$ cat src/rtl/grf_wb_ctrl.sv
// grf_wb_ctrl: write-back controller for the grf write port (WE/A3/WD).
// Two producers share the port: the single-cycle ALU/load path, which is
// never stalled and always wins, and the multi-cycle MDU, whose results
// queue in a small circular FIFO until the ALU leaves the port idle.
// A 32-bit pending scoreboard marks registers with an MDU result in flight,
// so decode can stall readers of those registers.
//
// Optional feature macro: GRF_WB_BYPASS_EN
//   When defined, an MDU result offered while the FIFO is empty and the ALU
//   is idle goes straight to the grf outputs one cycle later, and the FIFO
//   is not written. When undefined, every MDU result passes through the FIFO.
module grf_wb_ctrl #(
  parameter int DEPTH = 4,
  parameter int DW    = 32
) (
  input  logic                         clk,
  input  logic                         reset,
  input  logic                         i_alu_we,
  input  logic [4:0]                   i_alu_a3,
  input  logic [DW-1:0]                i_alu_wd,
  input  logic                         i_mdu_valid,
  output logic                         o_mdu_ready,
  input  logic [4:0]                   i_mdu_a3,
  input  logic [DW-1:0]                i_mdu_wd,
  input  logic                         i_claim_valid,
  input  logic [4:0]                   i_claim_a3,
  output logic                         o_grf_we,
  output logic [4:0]                   o_grf_a3,
  output logic [DW-1:0]                o_grf_wd,
  output logic [31:0]                  o_pend_mask,
  output logic [$clog2(DEPTH):0]       o_fifo_count
);

  localparam int AW = $clog2(DEPTH);
  localparam int CW = AW + 1;
  localparam logic [CW-1:0] FULL_CNT = CW'(DEPTH);

  logic [4:0]    r_fifo_a3 [DEPTH];
  logic [DW-1:0] r_fifo_wd [DEPTH];
  logic [AW-1:0] r_wp;
  logic [AW-1:0] r_rp;
  logic [CW-1:0] r_count;

  logic          r_grf_we;
  logic [4:0]    r_grf_a3;
  logic [DW-1:0] r_grf_wd;
  logic [31:0]   r_pend;

  logic          w_full;
  logic          w_empty;
  logic          w_push;
  logic          w_bypass;
  logic          w_pop;
  logic          w_fifo_wr;
  logic [4:0]    w_head_a3;
  logic [DW-1:0] w_head_wd;
  logic          w_mdu_wb;
  logic [4:0]    w_mdu_wb_a3;
  logic [31:0]   w_pend_next;

  // FIFO status, handshake and arbitration decisions for this cycle
  always_comb begin
    w_full    = (r_count == FULL_CNT);
    w_empty   = (r_count == '0);
    w_push    = i_mdu_valid & ~w_full;
`ifdef GRF_WB_BYPASS_EN
    w_bypass  = w_push & w_empty & ~i_alu_we;
`else
    w_bypass  = 1'b0;
`endif
    // The ALU owns the port whenever it writes; the FIFO only drains in gaps.
    w_pop     = ~i_alu_we & ~w_empty;
    w_fifo_wr = w_push & ~w_bypass;
    w_head_a3 = r_fifo_a3[r_rp];
    w_head_wd = r_fifo_wd[r_rp];
  end

  // Scoreboard next value: MDU write-back clears, a new claim sets and wins
  always_comb begin
    w_mdu_wb    = 1'b0;
    w_mdu_wb_a3 = 5'd0;
    if (!i_alu_we) begin
      if (w_pop) begin
        w_mdu_wb    = 1'b1;
        w_mdu_wb_a3 = w_head_a3;
      end else if (w_bypass) begin
        w_mdu_wb    = 1'b1;
        w_mdu_wb_a3 = i_mdu_a3;
      end
    end
    w_pend_next = r_pend;
    // r0 is never marked pending, so clearing bit 0 on a $0 write is harmless.
    if (w_mdu_wb) w_pend_next[w_mdu_wb_a3] = 1'b0;
    if (i_claim_valid && (i_claim_a3 != 5'd0)) w_pend_next[i_claim_a3] = 1'b1;
  end

  // FIFO storage; not reset because a reset empties the queue via the pointers
  always_ff @(posedge clk) begin
    if (w_fifo_wr) begin
      r_fifo_a3[r_wp] <= i_mdu_a3;
      r_fifo_wd[r_wp] <= i_mdu_wd;
    end
  end

  // FIFO pointers and occupancy; pointers wrap naturally since DEPTH is 2^AW
  always_ff @(posedge clk) begin
    if (reset) begin
      r_wp    <= '0;
      r_rp    <= '0;
      r_count <= '0;
    end else begin
      if (w_fifo_wr) r_wp <= r_wp + 1'b1;
      if (w_pop)     r_rp <= r_rp + 1'b1;
      r_count <= r_count + CW'(w_fifo_wr) - CW'(w_pop);
    end
  end

  // Registered grf write port; a3=0 entries consume their slot without writing
  always_ff @(posedge clk) begin
    if (reset) begin
      r_grf_we <= 1'b0;
      r_grf_a3 <= 5'd0;
      r_grf_wd <= '0;
    end else if (i_alu_we) begin
      r_grf_we <= (i_alu_a3 != 5'd0);
      r_grf_a3 <= i_alu_a3;
      r_grf_wd <= i_alu_wd;
    end else if (w_pop) begin
      r_grf_we <= (w_head_a3 != 5'd0);
      r_grf_a3 <= w_head_a3;
      r_grf_wd <= w_head_wd;
    end else if (w_bypass) begin
      r_grf_we <= (i_mdu_a3 != 5'd0);
      r_grf_a3 <= i_mdu_a3;
      r_grf_wd <= i_mdu_wd;
    end else begin
      r_grf_we <= 1'b0;
    end
  end

  // Pending scoreboard register
  always_ff @(posedge clk) begin
    if (reset) r_pend <= '0;
    else       r_pend <= w_pend_next;
  end

  assign o_mdu_ready  = ~w_full;
  assign o_grf_we     = r_grf_we;
  assign o_grf_a3     = r_grf_a3;
  assign o_grf_wd     = r_grf_wd;
  assign o_pend_mask  = r_pend;
  assign o_fifo_count = r_count;

endmodule
$ cat config.mk
export PLATFORM = sky130hd
export DESIGN_NAME = grf_wb_ctrl
export DESIGN_NICKNAME = d
export VERILOG_FILES = /design/src/rtl/grf_wb_ctrl.sv
export SDC_FILE = /design/constraint.sdc
export NUM_CORES = 1
export LEC_CHECK = 0
export BUFFER_PORTS_ARGS = -buffer_cell sky130_fd_sc_hd__buf_2
export CORE_MARGIN = 10
export CORE_UTILIZATION = 40
export DETAILED_ROUTE_END_ITERATION = 8
export GPL_TIMING_DRIVEN = 0
export SLEW_MARGIN = 0
export SYNTH_ARGS = -nofsm -noshare
export SYNTH_HDL_FRONTEND = slang
export SYNTH_SLANG_ARGS = --single-unit
export TNS_END_PERCENT = 50
$ cat constraint.sdc
create_clock -name clk -period 6.4 [get_ports clk]
set_clock_uncertainty 0.05 [all_clocks]
set_input_delay 0.64 -clock clk [delete_from_list [all_inputs] [get_ports clk]]
set_output_delay 0.64 -clock clk [all_outputs]
set_load 0.01 [all_outputs]
==> metrics.sh, run 1 <==
COUNT_OF_FILL_CELLS_ADDED_DURING_FILLER_INSERTION=1917
GRT.TOTAL_USAGE=0.157
PERIOD_MINUS_SLACK_NS=3.04
SYNTH-SEQ-CELLS=227
SETUP_VIOLATIONS=0
INSTANCE_COUNT_OF_THE_MAPPED_NETLIST=618
CLK_PIN_SLEW_NS=0.06
STATIC_POWER_DUE_TO_LEAKAGE_nW=4.09
CLOCK_INSERTION_DELAY_WORST_SKEW_NS=0.51
CTS_POST_SETUP_BUFFERS_INSERTED=0
FP.DIEAREA_SQ_UM=28300
ANTENNA_FOUND_INITIAL=3
ROUTEDWLPERCELL_MICRONS=20.7
SYNTHESIS.AREA_SQ_UM=8790
WORST_EP_REQUIRED_TIME_NS=6.73
GP_CONGESTION=0.769
YOSYS.CELL_TYPES.COUNT=32
HOLD_PATH.CLASS='input pin to flop'
SETUP.WORST_PATH.START_CLASS='flop'
DRCVIOLATIONCOUNT=0
PROPORTION_OF_SYNTHESIZED_CHIP_AREA_IN_SEQUENTIAL_CELLS=0.686
GRT.MET2_USAGE=0.254
PWR_DENSITY_CELL_nW_PER_UM2=392
GRT.BUSIEST_LAYER='met2'
CTS-BUFFERS-INSERTED=25
AREA_GROWTH_PCT=23.6
SYNTHTOPCELLSBYAREA='sky130_fd_sc_hd__edfxtp_1 (51%), sky130_fd_sc_hd__dfxtp_1 (18%), sky130_fd_sc_hd__mux4_2 (9.5%)'
CORE-AREA_SQ_UM=21700
LAYOUT_CELLS_SIZED_ABOVE_1=0.297
VIA_COUNT_OF_THE_FIRST_GLOBAL_ROUTING_PASS=6173
ROUTE.DETAILED.VIAS_PER_INST=5.24
TRITONCTS='yes'
GRT_FIRST_PASS_WIRELENGTH_MICRONS=35900
GRTUSAGEMET1=0.200
POSTLAYOUTSETUPSLACKWORST_NS=3.36
FINAL_NET_COUNT=895
CRITICAL_PATH_PEAK_FANOUT=10
DRT_WL_TOTAL_MICRONS=22800
TOP_LEVEL_PORTS=158
CLOCK-ROOT-BUFFER='sky130_fd_sc_hd__clkbuf_16'
FINAL.PERIOD_UTILIZATION=0.474
HTREE_LEVELS=1
GRT_OVERFLOW=0
MAXIMUM_CLOCK_FREQUENCY_MHz=329
DRV_SLEW=0
WORST_IR_DROP_VDD_V=0.000201
SYNTH_TOP_AREA_CELL='sky130_fd_sc_hd__edfxtp_1'
GRT_MAX_DEGREE=24
CRIT_ARRIVAL_NS=3.36
MAXSLEWHEADROOM=0.354
DIE_Y_MICRONS=168
GR-USAGE-MET3=0.0519
ANTENNA_LEFT=0
SYNTH_FF_TYPE='sky130_fd_sc_hd__edfxtp_1'
POST_CTS_HOLD_BUFFER_COUNT=0
GRT_SETUP_UNREPAIRED='false'
POSTSYNTHAREAPERCELL_SQ_UM=14.2
SETUP.WORST_PATH.END_CLASS='flop'
SETUP_TNS_AFTER_FINAL_LAYOUT_NS=0
CTS_BUFFER_DEPTH=3
POST_CTS.RESIZED_INSTANCES=0
VIAS=5780
PLACE.PORT_BUFFERS=155
SYN_NETS=709
FLOORPLAN.ROWS=54
DIE_W_MICRONS=168
INITIALDRTVIOLATIONCOUNT=451
SYNTH-WARNING-COUNT=0
DRV.MAX_CAP_VIOLATION_COUNT=0
RUN_STATUS='finished clean'
TIMING_HOLD_VIOLATIONS_FINAL=0
ASYNC_FLOP_SHARE=0
YOSYS.AREA.TOP_TYPE_SHARE=0.506
TRITONCTS_NUM_SINKS=227
SYNTH-EDFF-COUNT=148
MAX_SLEW.WORST_PIN.SLEW_NS=0.966
TIMING_WORST_SETUP_PATH_TYPE='flop to flop'
DETAILEDPLACEMENTHPWL_MICRONS=15700
FLOORPLAN.INITIALDENSITY=0.405
DR.PASS1.ITERS=7
POST-PLACE-WS_NS=3.15
==> synth_stat cells (3+ instances only) <==
master / n
sky130_fd_sc_hd__a21oi_1: 70
sky130_fd_sc_hd__a221oi_1: 37
sky130_fd_sc_hd__and3_1: 6
sky130_fd_sc_hd__and3b_1: 3
sky130_fd_sc_hd__buf_1: 6
sky130_fd_sc_hd__buf_2: 6
sky130_fd_sc_hd__clkbuf_1: 30
sky130_fd_sc_hd__dfxtp_1: 79
sky130_fd_sc_hd__edfxtp_1: 148
sky130_fd_sc_hd__ha_1: 6
sky130_fd_sc_hd__inv_1: 44
sky130_fd_sc_hd__mux4_2: 37
sky130_fd_sc_hd__nand2_1: 73
sky130_fd_sc_hd__nor2_1: 9
sky130_fd_sc_hd__nor3b_1: 5
sky130_fd_sc_hd__o21ai_0: 4
sky130_fd_sc_hd__o31ai_1: 29
sky130_fd_sc_hd__or3_1: 3
sky130_fd_sc_hd__xnor2_1: 4
==> per-stage QoR <==
step                utilization  cells  cell area, sq um  hold WS [ns]  power (mW)
floorplan                     -    618              8790         0.419        2.47
global placement          0.457   1053              9910         0.406        2.81
detailed placement        0.461   1057             10000         0.412        2.84
CTS                       0.500   1101             10800         0.281        4.31
global route              0.500   1101             10800         0.283        4.49
finish                    0.501   1104             10900         0.298        4.26
==> critical path: stages (launching register included) <==
cell	delay (ns)
sky130_fd_sc_hd__dfxtp_1	0.36
sky130_fd_sc_hd__nor3_1	0.48
sky130_fd_sc_hd__clkbuf_1	0.53
sky130_fd_sc_hd__nor2_1	0.21
sky130_fd_sc_hd__ha_1	0.33
sky130_fd_sc_hd__inv_1	0.04
sky130_fd_sc_hd__ha_1	0.18
sky130_fd_sc_hd__fa_1	0.37
sky130_fd_sc_hd__xnor2_1	0.18
sky130_fd_sc_hd__xnor2_1	0.14
sky130_fd_sc_hd__nor2_1	0.05
==> area by class of cell <==
class / count / area (sq um) / share of cell area
Buffer: 43 / 176 / 0.0162
Sequential cell: 227 / 6030 / 0.555
Clock buffer: 34 / 699 / 0.0644
Timing Repair Buffer: 159 / 856 / 0.0788
Inverter: 44 / 165 / 0.0152
Clock inverter: 10 / 153 / 0.0141
Multi-Input combinational cell: 304 / 2420 / 0.223
Tap cell: 280 / 350 / 0.0323
Antenna cell: 3 / 7.51 / 0.000691
==> power breakdown <==
part	leakage, nW	internal (mW)	switching [mW]
logic	1.67	0.385	0.598
clock network	0.413	0.922	0.556
registers	2.00	1.74	0.0608
total	4.09	3.05	1.21
==> worst paths after layout <==
check | start | end | slack, ns | cells after the start
worst max-delay path | o_fifo_count[1]$_SDFF_PP0_ | o_fifo_count[2]$_SDFF_PP0_ | 3.36 | 10
worst min-delay path | i_mdu_wd[3] | r_fifo_wd[3][3]$_DFFE_PP_ | 0.30 | 1
worst max register to register | o_fifo_count[1]$_SDFF_PP0_ | o_fifo_count[2]$_SDFF_PP0_ | 3.36 | 10
worst min register to register | o_pend_mask[16]$_SDFF_PP0_ | o_pend_mask[16]$_SDFF_PP0_ | 0.42 | 2
==> metal layers <==
metal  vias to the layer above  share of wire
li1                       2709              -
met5                         -        0.00053
met4                         2          0.017
met1                      2840           0.43
met2                       197           0.47
met3                        32          0.087
==> cells by family after synthesis <==
| family | Yosys count | share of synthesized area |
|---|---|---|
| XOR/XNOR | 5 | 0.00498 |
| flip-flops | 227 | 0.686 |
| adder cells (fa/ha/maj) | 7 | 0.0108 |
| buffers and inverters | 87 | 0.0389 |
| AND/OR/NAND/NOR | 115 | 0.0608 |
| multiplexers | 37 | 0.0948 |
| AO/OA/AOI/OAI | 140 | 0.104 |
==> placed cells by master (no fill, tap or decap), types with 2 or more instances in the layout <==
| cell type | count |
|---|---|
| sky130_fd_sc_hd__a21oi_1 | 70 |
| sky130_fd_sc_hd__a221oi_1 | 37 |
| sky130_fd_sc_hd__and3_1 | 2 |
| sky130_fd_sc_hd__and3_2 | 4 |
| sky130_fd_sc_hd__and3b_1 | 3 |
| sky130_fd_sc_hd__buf_1 | 6 |
| sky130_fd_sc_hd__buf_12 | 4 |
| sky130_fd_sc_hd__buf_2 | 161 |
| sky130_fd_sc_hd__bufinv_16 | 4 |
| sky130_fd_sc_hd__clkbuf_1 | 35 |
| sky130_fd_sc_hd__clkbuf_16 | 25 |
| sky130_fd_sc_hd__clkbuf_8 | 4 |
| sky130_fd_sc_hd__clkinv_1 | 3 |
| sky130_fd_sc_hd__dfxtp_1 | 79 |
| sky130_fd_sc_hd__diode_2 | 3 |
| sky130_fd_sc_hd__edfxtp_1 | 148 |
| sky130_fd_sc_hd__ha_1 | 6 |
| sky130_fd_sc_hd__inv_1 | 44 |
| sky130_fd_sc_hd__mux4_2 | 37 |
| sky130_fd_sc_hd__nand2_1 | 73 |
| sky130_fd_sc_hd__nand2b_1 | 2 |
| sky130_fd_sc_hd__nand3_1 | 2 |
| sky130_fd_sc_hd__nand4_1 | 2 |
| sky130_fd_sc_hd__nor2_1 | 9 |
| sky130_fd_sc_hd__nor2b_1 | 2 |
| sky130_fd_sc_hd__nor3_1 | 2 |
| sky130_fd_sc_hd__nor3b_1 | 5 |
| sky130_fd_sc_hd__o21ai_0 | 4 |
| sky130_fd_sc_hd__o31ai_1 | 29 |
| sky130_fd_sc_hd__or3_1 | 3 |
| sky130_fd_sc_hd__or4b_1 | 2 |
| sky130_fd_sc_hd__xnor2_1 | 4 |
==> state kept, by name, indices dropped and copies added (netlist names), named ones only <==
register	flops
r_fifo_a3	20
o_grf_a3	5
o_grf_wd	32
r_fifo_wd	128
o_pend_mask	32
r_rp	2
r_wp	2
o_fifo_count	3
o_grf_we	1
No activity file was read; power rests on OpenSTA's default activity.
==> run 2: changes to the inputs <==
--- a/config.mk
+++ b/config.mk
@@ -5,6 +5,7 @@
 export SDC_FILE = /design/constraint.sdc
 export NUM_CORES = 1
 export LEC_CHECK = 0
+export ABC_AREA = 1
 export BUFFER_PORTS_ARGS = -buffer_cell sky130_fd_sc_hd__buf_2
 export CORE_MARGIN = 10
 export CORE_UTILIZATION = 40
==> constraint.sdc (replaced) <==
create_clock -name clk -period 2.75 [get_ports clk]
set_clock_uncertainty 0.05 [all_clocks]
set_input_delay 0.275 -clock clk [delete_from_list [all_inputs] [get_ports clk]]
set_output_delay 0.275 -clock clk [all_outputs]
set_load 0.01 [all_outputs]
==> run 2 against run 1 <==
  * Via count rose by 24%
  * Synthesized cell count up 40%
  * Worst setup slack lost 2.9 ns
  * Count of clock-buffer cells in the layout fell by 3
  * Sequential power rose by 130%
  * Largest cell class unchanged
  * Critical path depth is 1 lower
  * Utilization is 2.7 points higher
  * Register-to-register slack worse by 2.9 ns
  * Cell count rose by 29%
  * Clock power up 120%
==> metrics.sh, run 2 <==
POST_SYNTH_FA_HA_MAJ_AREA_FRACTION=0.0104  # -0.000470
GRT_FIRST_PASS_WIRELENGTH_MICRONS=39200  # +9.2%
DIE_Y_MICRONS=172  # +2.0%
TOP_LEVEL_PORTS=158  # unchanged
WORST_IR_DROP_VDD_V=0.000468  # +130%
POST_SYNTH_MOST_FREQUENT_CELLS='sky130_fd_sc_hd__nand2_1 (173), sky130_fd_sc_hd__edfxtp_1 (148), sky130_fd_sc_hd__nor2_1 (83), sky130_fd_sc_hd__dfxtp_1 (79), sky130_fd_sc_hd__o21ai_0 (68)'
TIMING_WORST_SETUP_PATH_TYPE='flop to flop'
VIA_COUNT_OF_THE_FIRST_GLOBAL_ROUTING_PASS=7133  # +16%
HOLD_PATH.CLASS='input pin to flop'
SYNTHESIS.AREA_SQ_UM=9190  # +4.5%
CTS_BUFFER_DEPTH=3  # unchanged
INSTANCE_COUNT_OF_THE_MAPPED_NETLIST=864  # +40%
INITIALDRTVIOLATIONCOUNT=472  # +4.7%
MAXSLEWHEADROOM=0.523  # +0.168
CORE-AREA_SQ_UM=22600  # +4.4%
SYN_NETS=955  # +35%
CLK_PIN_SLEW_NS=0.06  # about the same
SYNTH_COMPOUND_GATE_AREA_SHARE=0.132  # +0.0280
FINAL_NET_COUNT=1213  # +36%
GP_CONGESTION=0.838  # +9.0%
FLOORPLAN.INITIALDENSITY=0.406  # +0.000592
ROUTE.DETAILED.VIAS_PER_INST=5.03  # -4.0%
HTREE_LEVELS=1  # unchanged
DRV.MAX_CAP_VIOLATION_COUNT=0  # unchanged
POST_ROUTE_CELL_AREA_SQ_UM=11900  # +10%
WORST_EP_REQUIRED_TIME_NS=3.08  # -3.65 ns
CLOCK-ROOT-BUFFER='sky130_fd_sc_hd__clkbuf_16'
ANTENNA_LEFT=0  # unchanged
GRT_OVERFLOW=0  # unchanged
RUN_STATUS='finished clean'
ANTENNA_FOUND_INITIAL=1  # -2
DP_CELLS=1309  # +24%
DRT_WL_TOTAL_MICRONS=25600  # +12%
DIE_W_MICRONS=172  # +2.0%
GRT_SETUP_UNREPAIRED='false'
R2R-START='o_fifo_count[1]$_SDFF_PP0_'
PLACE.PORT_BUFFERS=156  # +0.65%
LARGEST_REG_FLOPS=128  # unchanged
FP.DIEAREA_SQ_UM=29400  # +4.0%
SYNTHMOSTINSTANTIATEDCELL='sky130_fd_sc_hd__nand2_1'
CTS_POST_SETUP_BUFFERS_INSERTED=0  # unchanged
POST_DP_CELL_AREA_SQ_UM=10400  # +4.4%
CLOCK_INSERTION_DELAY_WORST_SKEW_NS=0.51  # about the same
REGISTER_BANK_WITH_THE_MOST_FLOPS='r_fifo_wd'
WORST_HOLD_SLACK_NS=0.0211  # -0.277 ns
SYNTHTOPCELLSBYAREA='sky130_fd_sc_hd__edfxtp_1 (48%), sky130_fd_sc_hd__dfxtp_1 (17%), sky130_fd_sc_hd__nand2_1 (7.1%)'
POST-LAYOUT-TOTAL-POWER_mW=9.93  # +130%
TRITONCTS='yes'
TRITONCTS_NUM_SINKS=227  # unchanged
DRCVIOLATIONCOUNT=0  # unchanged
SETUP.WORST_PATH.START_CLASS='flop'
LAYOUT_COMMON_CELLS='sky130_fd_sc_hd__nand2_1 (173), sky130_fd_sc_hd__buf_2 (171), sky130_fd_sc_hd__edfxtp_1 (148)'
POST_CTS.RESIZED_INSTANCES=0  # unchanged
HOLD_START='i_alu_wd[17]'
MAXIMUM_CLOCK_FREQUENCY_MHz=440  # +34%
PWR_DENSITY_CELL_nW_PER_UM2=831  # +110%
PERIOD_MINUS_SLACK_NS=2.27  # -0.765 ns
FLOORPLAN.ROWS=55  # +1.9%
POST_SYNTH_XOR_AREA_FRACTION=0.00191  # -0.00308
YOSYS.CELL_TYPES.COUNT=31  # -3.1%
GRT.TOTAL_USAGE=0.169  # +0.0115
STATIC_POWER_DUE_TO_LEAKAGE_nW=4.68  # +15%
WORSTSETUPSTARTPOINT='o_fifo_count[1]$_SDFF_PP0_'
VIAS=7169  # +24%
FINAL.PERIOD_UTILIZATION=0.826  # +0.351
LAYOUT.CELLS.MOST_COMMON='sky130_fd_sc_hd__nand2_1'
YOSYS.AREA.TOP_TYPE_SHARE=0.484  # -0.0220
ROUTEDWLPERCELL_MICRONS=17.9  # -13%
CRIT_ARRIVAL_NS=2.61  # -0.75 ns
AREA_GROWTH_PCT=30.1
SETUP_VIOLATIONS=0  # unchanged
POSTSYNTHAREAPERCELL_SQ_UM=10.6  # -25%
SETUP.WORST_PATH.END_CLASS='flop'
ASYNC_FLOP_SHARE=0  # unchanged
CRITICAL_PATH_PEAK_FANOUT=9  # -1
POST_CTS_HOLD_BUFFER_COUNT=72  # +72
MAX_SLEW.WORST_PIN.SLEW_NS=0.714  # -0.252 ns
SYNTH-SEQ-CELLS=227  # unchanged
GRT_MAX_DEGREE=25  # +4.2%
CTS-BUFFERS-INSERTED=24  # -4.0%
TIMING_HOLD_VIOLATIONS_FINAL=0  # unchanged
SYNTH_FF_TYPE='sky130_fd_sc_hd__edfxtp_1'
DR.PASS1.ITERS=5  # -2
DETAILEDPLACEMENTHPWL_MICRONS=17200  # +9.5%
SYNTH-WARNING-COUNT=0  # unchanged
DRV_SLEW=0  # unchanged
LAYOUT_CELLS_SIZED_ABOVE_1=0.231  # -0.0665
SETUP_TNS_AFTER_FINAL_LAYOUT_NS=0  # unchanged
POST_SYNTH_AND_OR_NAND_NOR_AREA_FRACTION=0.156  # +0.0948
SYNTH-EDFF-COUNT=148  # unchanged
DOMINANT_COMBINATIONAL_CELL_FAMILY_BY_AREA_AFTER_SYNTHESIS='simple AND/OR/NAND/NOR gates'
SYNTH_TOP_AREA_CELL='sky130_fd_sc_hd__edfxtp_1'
LAYOUTNONFILLERINSTCOUNT=1426  # +29%
PROPORTION_OF_SYNTHESIZED_CHIP_AREA_IN_SEQUENTIAL_CELLS=0.656  # -0.0298
SYNTHMUXAREASHARE=0  # -0.0948
==> run 2: cells by family after synthesis <==
kind of cell,Yosys count
compound gates,221
xor+xnor,2
fa+ha+maj,7
buf+inv,93
flops,227
simple gates,314
==> run 2: final timing paths <==
| path | slack (ns) | endpoint | cells after the start |
|---|---|---|---|
| max | 0.48 | o_fifo_count[2]$_SDFF_PP0_ | 9 |
| min | 0.02 | o_grf_wd[17]$_SDFFE_PP0P_ | 3 |
| max reg2reg | 0.48 | o_fifo_count[2]$_SDFF_PP0_ | 9 |
| min reg2reg | 0.41 | o_pend_mask[11]$_SDFF_PP0_ | 2 |
==> run 2: layout make-up <==
cell class                      count  area (sq um)
Fill cell                        2035         10700
Sequential cell                   227          6030
Multi-Input combinational cell    544          2780
Timing Repair Buffer              232          1590
Clock buffer                       31           668
Tap cell                          285           357
Buffer                             46           230
Inverter                           47           176
Clock inverter                     13           114
Antenna cell                        1          2.50
==> run 2: layer usage <==
metal	global-route usage	routed length (microns)
met2	0.276	11900
met3	0.0298	1620
met4	0.0491	465
met1	0.224	11600
met5	0	0
==> run 2: worst max-delay path: stages, from the launching register on <==
cell and delay (ns):
sky130_fd_sc_hd__dfxtp_1 0.40, sky130_fd_sc_hd__nor2_2 0.06, sky130_fd_sc_hd__nand2_1 0.07, sky130_fd_sc_hd__nand2_1 0.32, sky130_fd_sc_hd__ha_1 0.43, sky130_fd_sc_hd__inv_1 0.04, sky130_fd_sc_hd__ha_1 0.18, sky130_fd_sc_hd__fa_1 0.39
sky130_fd_sc_hd__xnor2_1 0.16, sky130_fd_sc_hd__nor2_1 0.05
==> run 2: report_power, final <==
group / internal, mW / switching [mW]
logic: 0.844 / 1.68
clock network: 1.90 / 1.29
registers: 4.06 / 0.157
==> run 2: per-stage QoR <==
| stage | setup slack, ns | utilization |
|---|---|---|
| 3_5_place_dp | 0.473 | 0.461 |
| 3_3_place_gp | -1.49 | 0.456 |
| 4_1_cts | 0.453 | 0.527 |
| 2_1_floorplan | -0.0941 | - |
| 5_1_grt | 0.316 | 0.528 |
| 6_report | 0.479 | 0.528 |
